### config.mk
export PLATFORM = sky130hd
export DESIGN_NAME = popcount_seq_ctrl
export DESIGN_NICKNAME = d
export VERILOG_FILES = /design/src/rtl/popcount_seq_ctrl.sv
export SDC_FILE = /design/constraint.sdc
export NUM_CORES = 1
export LEC_CHECK = 0
export ABC_AREA = 1
export CAP_MARGIN = 10
export CORE_AREA = 4 4 198 200
export CTS_CLUSTER_SIZE = 40
export DETAILED_ROUTE_END_ITERATION = 12
export DIE_AREA = 0 0 202 204
export PLACE_DENSITY = 0.72
export REMOVE_ABC_BUFFERS = 1
export SLEW_MARGIN = 0
export SYNTH_ARGS = -nofsm -noshare
export SYNTH_HDL_FRONTEND = slang
export SYNTH_SLANG_ARGS = --single-unit
### constraint.sdc
create_clock -name clk -period 7.3 [get_ports clk]
set_input_delay 1.46 -clock clk [delete_from_list [all_inputs] [get_ports clk]]
set_output_delay 1.46 -clock clk [all_outputs]
set_load 0.01 [all_outputs]
### src/rtl/popcount_seq_ctrl.sv
// Iterative popcount: one shared CHUNK_WIDTH-bit slice walks the operand over NUM_CHUNKS cycles.
// Latency NUM_CHUNKS edges from accept (1..NUM_CHUNKS with POPCOUNT_EARLY_EXIT_EN); enable=0 freezes BUSY.
// Backpressure: result held in DONE until out_ready; in_ready only in IDLE, one cycle after retirement.
module popcount_seq_ctrl #(
  parameter int DATA_WIDTH  = 256,
  parameter int CHUNK_WIDTH = 32
) (
  input  logic                  clk,
  input  logic                  rst_n,
  input  logic                  enable,
  input  logic                  in_valid,
  output logic                  in_ready,
  input  logic [DATA_WIDTH-1:0] pop_in,
  output logic                  out_valid,
  input  logic                  out_ready,
  output logic [DATA_WIDTH-1:0] pop_out,
  output logic                  busy
);

  localparam int NUM_CHUNKS = DATA_WIDTH / CHUNK_WIDTH;
  localparam int ACC_W      = $clog2(DATA_WIDTH + 1);
  localparam int SLICE_W    = $clog2(CHUNK_WIDTH + 1);
  localparam int CTR_W      = (NUM_CHUNKS > 1) ? $clog2(NUM_CHUNKS) : 1;
  localparam logic [CTR_W-1:0] LAST_CHUNK = CTR_W'(NUM_CHUNKS - 1);

  generate
    if (DATA_WIDTH % CHUNK_WIDTH != 0) begin : g_bad_width
      $error("DATA_WIDTH must be an integer multiple of CHUNK_WIDTH");
    end
  endgenerate

  typedef enum logic [1:0] {
    IDLE = 2'd0,
    BUSY = 2'd1,
    DONE = 2'd2
  } state_t;

  state_t                state_q;
  logic [DATA_WIDTH-1:0] shift_q;
  logic [ACC_W-1:0]      acc_q;
  logic [CTR_W-1:0]      ctr_q;

  logic [SLICE_W-1:0]    slice_cnt;
  logic [ACC_W-1:0]      acc_sum;
  logic [DATA_WIDTH-1:0] shift_next;
  logic                  finish;

  // Shared slice: counts the low chunk of the shift register.
  always_comb begin
    slice_cnt = '0;
    for (int i = 0; i < CHUNK_WIDTH; i++) begin
      slice_cnt = slice_cnt + SLICE_W'(shift_q[i]);
    end
  end

  assign acc_sum    = acc_q + ACC_W'(slice_cnt);
  assign shift_next = shift_q >> CHUNK_WIDTH;

`ifdef POPCOUNT_EARLY_EXIT_EN
  assign finish = (ctr_q == LAST_CHUNK) || (shift_next == '0);
`else
  assign finish = (ctr_q == LAST_CHUNK);
`endif

  always_ff @(posedge clk) begin
    if (!rst_n) begin
      state_q   <= IDLE;
      in_ready  <= 1'b1;
      out_valid <= 1'b0;
      busy      <= 1'b0;
      pop_out   <= '0;
      shift_q   <= '0;
      acc_q     <= '0;
      ctr_q     <= '0;
    end else begin
      case (state_q)
        IDLE: begin
          if (in_valid) begin
            shift_q  <= pop_in;
            acc_q    <= '0;
            ctr_q    <= '0;
            state_q  <= BUSY;
            in_ready <= 1'b0;
            busy     <= 1'b1;
          end
        end
        BUSY: begin
          if (enable) begin
            acc_q   <= acc_sum;
            shift_q <= shift_next;
            ctr_q   <= ctr_q + CTR_W'(1);
            if (finish) begin
              state_q   <= DONE;
              out_valid <= 1'b1;
              pop_out   <= {{(DATA_WIDTH - ACC_W){1'b0}}, acc_sum};
            end
          end
        end
        DONE: begin
          // Retirement goes to IDLE first so no accept can share this edge.
          if (out_ready) begin
            state_q   <= IDLE;
            out_valid <= 1'b0;
            busy      <= 1'b0;
            in_ready  <= 1'b1;
          end
        end
        default: begin
          state_q   <= IDLE;
          in_ready  <= 1'b1;
          out_valid <= 1'b0;
          busy      <= 1'b0;
        end
      endcase
    end
  end

endmodule

==> results.toml <==
[setup_path]
critical_path_required_ns = 7.76
rr_startpoint = "shift_q[23]"
crit_start = "shift_q[23]"
endpoint = "pop_out[6]"
slowest_delay_ns = 0.56
r2r_cells = 21
path_cells = "inv_1 > fa_1 > fa_1 > fa_1 > fa_1 > fa_1 > fa_1 > inv_1 > fa_1 > inv_1 > fa_1 > inv_1 > nand2_1 > nand2_1 > nand3b_1 > nand2_1 > nand2_1 > nand2_1 > nand2_1 > nand2_1 > inv_1"
crit_buf_inv = 5
cp-end-kind = "register"
reg2reg_to = "pop_out[6]"
critPathKind = "register to register"
critPathTopFamily = "adder cells"
r2r_slack_ns = 2.35
startpoint_type = "register"
crit_fanout = 3
cp.depth = 21
critical_path.slowest_cell = "fa_1"
crit_top_cell = "fa_1"
critPathArrivalTime_ns = 5.41

[synthesis]
synth_most_common_cell = "nand2_1"
yosys-top-cells-area = "dfxtp_1 (39%), buf_4 (14%), nand2_1 (14%)"
synth_top_family_by_area = "compound AO/OA/AOI/OAI gates"
synthSimpleGateAreaFrac_pct = 16.3
yosys_most_used_dff = "dfxtp_1"
synth_compound_gate_area_share_pct = 20.0
netlist_instances = 1900
synth_top_cell_area_share_pct = 39.2
yosys_warnings = 0
syn_area_um2 = 14400
synthXorXnorAreaFrac_pct = 0.182
synth_mux_area_share_pct = 0
yosys.area.top_type = "dfxtp_1"
synth_seq_cells = 282
synth_common_cells = "nand2_1 (531), dfxtp_1 (282), buf_4 (266)"
synthArstFlopShare_pct = 0
synth_seq_area_share_pct = 39.2
synth-edff-count = 0
synth.distinct_cells = 29
syn_area_per_cell_um2 = 7.58
synth_fa_ha_area_share_pct = 5.09

[place]
numPortBuffers = 272
post-place-cells = 2550
gp_congestion = 0.808
post-dp-hpwl_mm = 27.0

[sta]
slew_violations = 0
clock_skew_ns = 0.0136
setup_violations = 0
relSlewSlack_pct = 34.1
fin_tns_setup_ns = 0
final-hold-violation-count = 0
rsz0062_at_grt = "no"
worst_pin_slew_ns = 0.989
clock.fmax_ghz = 0.202
period_share_pct = 67.8
final.min_clock_period_ns = 4.95

[layout]
layout.nets = 2376
area_growth_pct = 20.2
stdcell_count = 2603
antenna_cells = 0
drive_gt1_share_pct = 3.63
fillers = 3659

[clocking]
cts.sinks = 282
post_cts.repair.setup_buffers = 0
cts-hold-fix-buffers = 0
cts_max_level = 1
worstSkewPairLatency_ns = 0.57
cts_resized = 0
cts_buffers = 31
cts_tree = "done"
cts_buffer_depth = 3
clockRootBuffer = "clkbuf_16"
cts.clk_slew.worst_paths_ns = 0.06

[floorplanning]
core_um2 = 37400
row_count = 71
io_pins = 520
die_area_um2 = 41200
fp.dieH_um = 204
die-width_um = 202
initial_core_util_pct = 38.5

[global_routing]
grt_overflow = 0
antenna_found_initial = 0
grt_max_degree = 159
grt_pass1_wl_mm = 61.4
grt_util_all_layers_pct = 17.9
grt_pass1_vias = 11600

[hold_path]
hp-class = "register to register"

[routing]
dr.first_iter.drc_count = 747
wl_per_cell_um = 15.5
drcViolationCount = 0
vias = 12500
avgViaCountPerCell = 4.79
firstDrtPassIters = 5
ant_nets = 0
wl_mm = 40.4

[pwr]
peakVddDrop_v = 0.000319
leakagePower_nw = 7.13
power.density_nw_per_um2 = 280

[outcome]
status = "finished clean"

[flow_run]
maxCapViolCount = 0
registers in the layout (all words and copies together), names as in the netlist:
signal	count
acc_q	9
busy	1
ctr_q	3
in_ready	1
out_valid	1
pop_out	9
shift_q	256
state_q	2
report_power, final:
part / internal, mW / leakage [nW] / switching [mW]
sequential: 1.69 / 2.33 / 0.0813
combinational: 0.640 / 4.30 / 0.891
clock: 0.897 / 0.497 / 0.641
per-stage QoR:
step                      total power [mW]  instance area (um^2)  setup slack (ns)  hold slack (ns)  utilization [%]
after detailed placement              3.34                 16300              2.34            0.452             43.6
after global routing                  5.20                 17300              2.06            0.474             46.3
final                                 4.84                 17300              2.35            0.460             46.3
after floorplan                       2.86                 12800             0.195            0.441                -
after global placement                3.27                 16300              2.46            0.448             43.6
after CTS                             4.90                 17300              2.32            0.462             46.3
cell type report:
class                   count  area, um^2  share of cell area [%]
clock inverters            10        85.1                   0.492
clock buffers              43         911                    5.26
flip-flops and latches    282        5650                    32.6
multi-input cells        1412        6960                    40.2
well taps                 511         639                    3.69
repair buffers            283        2830                    16.3
inverters                  62         240                    1.39
layout by cell type (no fill, tap or decap), types with 6 or more instances in the layout:
cell type and instances:
a21oi_1 49, a31oi_1 224, buf_4 9, clkbuf_16 31, clkbuf_8 9, clkdlybuf4s50_1 270, clkinv_2 6, conb_1 247
dfxtp_1 282, fa_1 26, ha_1 17, inv_1 58, nand2_1 531, nand3_1 45, nor2_1 19, o21ai_0 120
o21ai_1 114
routing by layer:
| layer | up-vias | track usage, % | part of all wire [%] |
|---|---|---|---|
| li1 | 6232 | - | - |
| met5 | - | 0 | 0 |
| met4 | 0 | 4.25 | 2.1 |
| met3 | 50 | 3.28 | 5.2 |
| met2 | 309 | 29.7 | 49 |
| met1 | 5870 | 24.5 | 44 |
worst min-delay path, stage by stage (launching register included):
cell	delay, ns
dfxtp_1	0.31
nand2_1	0.06
a21oi_1	0.05
cells by family after synthesis:
logic type	count (synthesis)
and+or+nand+nor	604
AOI/OAI and AO/OA	515
buffers and inverters	452
DFF	282
adders and majority gates	43
xor gates and xnor gates	3
other	1
worst min-delay path by stage:
stage	start	endpoint	slack [ns]	cells past startpoint
finish	shift_q[252]	shift_q[252]	0.46	2
global route	shift_q[245]	shift_q[245]	0.47	2
CTS	shift_q[239]	shift_q[239]	0.46	2
detailed placement	shift_q[239]	shift_q[239]	0.45	2
global placement	shift_q[246]	shift_q[246]	0.45	2
floorplan	shift_q[224]	shift_q[224]	0.44	2
(Power assumes the default switching activity.)
